--- src/rtl/gf8_reduce_pipe.sv ---
// Two-stage GF(2^8) reduction pipeline: folds a 15-bit carry-less product
// modulo {1,POLY}, with valid/ready flow control and a completed-op counter.
module gf8_reduce_pipe #(
   parameter logic [7:0] POLY  = 8'h1B,
   parameter int         CNT_W = 16
) (
   input  logic             clk,
   input  logic             rst_n,
   input  logic             in_valid,
   output logic             in_ready,
   input  logic [7:0]       prod_hi,
   input  logic [6:0]       prod_lo,
   output logic             out_valid,
   input  logic             out_ready,
   output logic [7:0]       res,
   output logic [CNT_W-1:0] op_cnt,
   output logic             busy
);

   localparam logic [8:0] MOD = {1'b1, POLY};

   logic              v1_q, v1_d;
   logic              v2_q, v2_d;
   logic [14:0]       p1_q, p1_d;
   logic [10:0]       p2_q, p2_d;
   logic [CNT_W-1:0]  cnt_q, cnt_d;
   logic              s2_adv;
   logic              in_xfer;
   logic              out_xfer;
   logic [14:0]       fold_hi;
   logic [10:0]       fold_lo;

   // Handshake: a word moves across a port only in a cycle where valid and
   // ready are both high; valid never depends on ready, while in_ready
   // looks through to out_ready combinationally because there is no skid buffer.
   assign s2_adv   = !v2_q || out_ready;
   assign in_ready = rst_n && (!v1_q || s2_adv);
   assign in_xfer  = in_valid && in_ready;
   assign out_xfer = v2_q && out_ready;

   always_comb begin
      fold_hi = p1_q;
      for (int i = 14; i >= 11; i--) begin
         if (fold_hi[i]) begin
            fold_hi = fold_hi ^ (15'(MOD) << (i - 8));
         end
      end
   end

   always_comb begin
      fold_lo = p2_q;
      for (int i = 10; i >= 8; i--) begin
         if (fold_lo[i]) begin
            fold_lo = fold_lo ^ (11'(MOD) << (i - 8));
         end
      end
   end

   always_comb begin
      v1_d  = in_ready ? in_valid : v1_q;
      p1_d  = in_xfer ? {prod_hi, prod_lo} : p1_q;
      v2_d  = s2_adv ? v1_q : v2_q;
      p2_d  = (s2_adv && v1_q) ? fold_hi[10:0] : p2_q;
      cnt_d = cnt_q + CNT_W'(out_xfer);
   end

   always_ff @(posedge clk or negedge rst_n) begin
      if (!rst_n) begin
         v1_q  <= 1'b0;
         v2_q  <= 1'b0;
         cnt_q <= '0;
      end else begin
         v1_q  <= v1_d;
         v2_q  <= v2_d;
         cnt_q <= cnt_d;
      end
   end

   // Payload registers are qualified by the valid bits, so they carry no reset.
   always_ff @(posedge clk) begin
      p1_q <= p1_d;
      p2_q <= p2_d;
   end

   assign out_valid = v2_q;
   assign res       = v2_q ? fold_lo[7:0] : 8'h00;
   assign op_cnt    = cnt_q;
   assign busy      = v1_q || v2_q;

endmodule

--- config.mk ---
export PLATFORM = sky130hd
export DESIGN_NAME = gf8_reduce_pipe
export DESIGN_NICKNAME = d
export VERILOG_FILES = /design/src/rtl/gf8_reduce_pipe.sv
export SDC_FILE = /design/constraint.sdc
export NUM_CORES = 1
export LEC_CHECK = 0
export BUFFER_PORTS_ARGS = -buffer_cell sky130_fd_sc_hd__buf_2
export CAP_MARGIN = 20
export CELL_PAD_IN_SITES_DETAIL_PLACEMENT = 1
export CELL_PAD_IN_SITES_GLOBAL_PLACEMENT = 1
export CORE_ASPECT_RATIO = 0.9
export CORE_MARGIN = 3
export CORE_UTILIZATION = 38
export CTS_BUF_LIST = sky130_fd_sc_hd__clkbuf_16
export CTS_CLUSTER_DIAMETER = 100
export DETAILED_ROUTE_END_ITERATION = 8
export PLACE_DENSITY_LB_ADDON = 0.1
export SLEW_MARGIN = 20
export SYNTH_ARGS = -nofsm -noshare
export SYNTH_HDL_FRONTEND = slang
export SYNTH_SLANG_ARGS = --single-unit
--- constraint.sdc ---
create_clock -name clk -period 1.75 [get_ports clk]
set_input_delay 0 -clock clk [delete_from_list [all_inputs] [get_ports clk]]
set_output_delay 0 -clock clk [all_outputs]
set_load 0.03 [all_outputs]
==> metrics.cfg <==
[route]
initialDrtViolationCount=47
routed_wirelength_um=3900
drt_pre_antenna_iters=4
vias=1212
drc=0
wire_per_inst_um=14.7
viasPerCell=4.56
postRouteAntennaNets=0

[final_layout]
final_cell_area_mm2=0.00255
antennaDiodeCount=0
syn_to_final_growth_pct=37.4
layout-drive-gt1-share=0.328
nets=226
regArea_mm2=0.00123
multiInputGateArea_um2=641
nFillCells=473

[global_route]
gr-total-overflow=0
grt_pass1_vias=1311
antenna_found_initial=0
track_usage=0.149
grt_pass1_wl_um=6500
grt_max_degree=19

[worst_setup_path]
arrival_ns=1.78
end_kind=register
cp-start-kind=register
regToRegSetupSlack_ns=0.17
critPathKind=register to register
ff2ff_path_depth=6
r2r-start=out_valid
reg2reg_to=op_cnt[14]
crit_fanout=4
crit_required_ns=1.95

[clock_tree]
h-tree-depth=2
cts_root_buf=clkbuf_16
cts_buffers=5
cts_tree=done
cts_buffer_depth=2
clk_latency_ns=0.28
path_clk_slew_ns=0.06
clock-sinks=44

[floorplanning]
die_h_um=72.3
start_util=0.406
rows=23
ios=46
core_area_mm2=0.00458
die_w_um=79.7
design.die.area_mm2=0.00577

[power]
p_total_w=0.00308
leakage_nw=1.12
power.density_mw_per_mm2=1200
peakVddDrop_uv=610

[timing]
slew_viol_final=0
hold_violations=0
rsz0062_at_grt=false
setup_tns_ns=0
hold_ws_ns=0.0212
max_freq_ghz=0.633
fin_crit_ns=1.58
timing.final.crit_share=0.902
worstMarginPinSlew_ns=0.437
slew_headroom=0.705
setup_ws_ns=0.171
finalClockSkew_ns=0.00578
setup_violations=0

[placed_design]
hpwlAfterDp_um=2710
port_buffers=45
gp_congestion=0.763
pre_cts_ws_ns=0.0908
placed_cell_area_mm2=0.00220

[worst_hold_path]
hp-class=primary input to register
min_to=v1_q
holdPathStages=3
hold_start=in_valid

[synth]
synth_commonest_cells=edfxtp_1 (26), xor2_1 (22), dfrtp_1 (18), xnor2_1 (15), and2_1 (10)
ys_seq_area_frac=0.663
yosysWarnings=0
synth.area.top_cells=edfxtp_1 (42%), dfrtp_1 (24%), xor2_1 (10%)
synthCells=131
synth_top_area_cell=edfxtp_1
postSynth.topFlopCell=edfxtp_1
syn_area_mm2=0.00186
yosysTopAreaCellShare=0.420
synthArstFlopShare=0.409
ys_ff_latch=44
syn_nets=153
postSynthAreaPerCell_um2=14.2
synth.most_common_cell=edfxtp_1
ys_types=21
synth-edff-count=26

[run_status]
status=finished clean

[run]
max_cap_viol_count=0

==> per-stage QoR <==
stage                     instances   util
after floorplan                 131      -
after global placement          240  0.482
after detailed placement        240  0.482
after CTS                       263  0.546
after global routing            266  0.558
final                           266  0.558
==> where the power goes <==
group          switching (W)  total (W)  internal (W)
clock               0.000354   0.000865      0.000510
combinational       0.000491   0.000800      0.000309
sequential          0.000160    0.00141       0.00125
==> worst max-delay path: stages, from the launching register on <==
cell and delay (ns):
dfrtp_2 0.35, and2_4 0.15, ha_4 0.14, ha_4 0.15, nand4_1 0.19, nor4_2 0.35, xor2_1 0.17
==> state kept, by name, summed over array words and instances (netlist names) <==
register / cells
p2_q: 11
p1_q: 15
out_valid: 1
v1_q: 1
op_cnt: 16
==> per-layer routing <==
metal	global-route usage	wire length, µm	vias to the layer above	share of wire
met1	0.193	1750	578	0.45
met4	0.0477	68	0	0.017
met3	0.0447	182	7	0.047
met2	0.240	1900	35	0.49
li1	-	-	592	-
met5	0	0	-	0
==> area by class of cell <==
type | count | area share
inverters | 5 | 0.00735
flip-flops and latches | 44 | 0.483
clock buffers | 5 | 0.0490
clock inverters | 2 | 0.00294
multi-input cells | 80 | 0.251
repair buffers | 68 | 0.176
well taps | 62 | 0.0304
==> cells in the final DEF, fill, tap and decap left out <==
cell type and n:
inv_1 5, nor4_1 3, nand2_1 4, dfrtp_1 17, nand3_1 6, buf_12 1, clkbuf_16 5, nor3_2 1
and2_4 1, nand4_4 1, buf_2 45, o21ai_0 1, or2_2 1, nor2_1 3, and3_2 1, nand4_1 3
ha_4 2, nand2b_1 1, and2_1 9, nor2_2 1, xor2_1 22, xnor2_1 15, ha_1 1, dfrtp_2 1
nor3_1 2, dlygate4sd3_1 16, edfxtp_1 26, clkinv_1 2, mux2i_1 1, nor4_2 1, buf_4 6
==> worst max path at each step <==
stage,from,to,slack [ns],depth (start not counted)
after floorplan,out_valid,op_cnt[10],0.01,7
after global placement,out_valid,op_cnt[12],0.20,6
after detailed placement,out_valid,op_cnt[10],0.09,6
after CTS,out_valid,op_cnt[10],0.03,6
after global routing,out_valid,op_cnt[14],0.005,6
final,out_valid,op_cnt[14],0.17,6
==> logic make-up (layout without fill, tap and decap cells) <==
kind of cell	after synthesis	after routing	synth area share
adder cells (fa/ha/maj)	3	3	0.0202
buffers and inverters	7	80	0.0148
flip-flops	44	44	0.663
AO/OA/AOI/OAI	1	1	0.00269
multiplexers	1	1	0.00539
AND/OR/NAND/NOR	38	38	0.120
XOR/XNOR	37	37	0.174
==> what timing repair did <==
| item | CTS | global route |
|---|---|---|
| buffers inserted | 0 | 3 |
| gates resized for setup | 0 | 6 |
| hold buffers | 16 | 0 |
| endpoints found under the hold margin | 33 | 0 |
| endpoints found under the setup margin | 0 | 3 |
No activity file was read; power rests on OpenSTA's default activity.
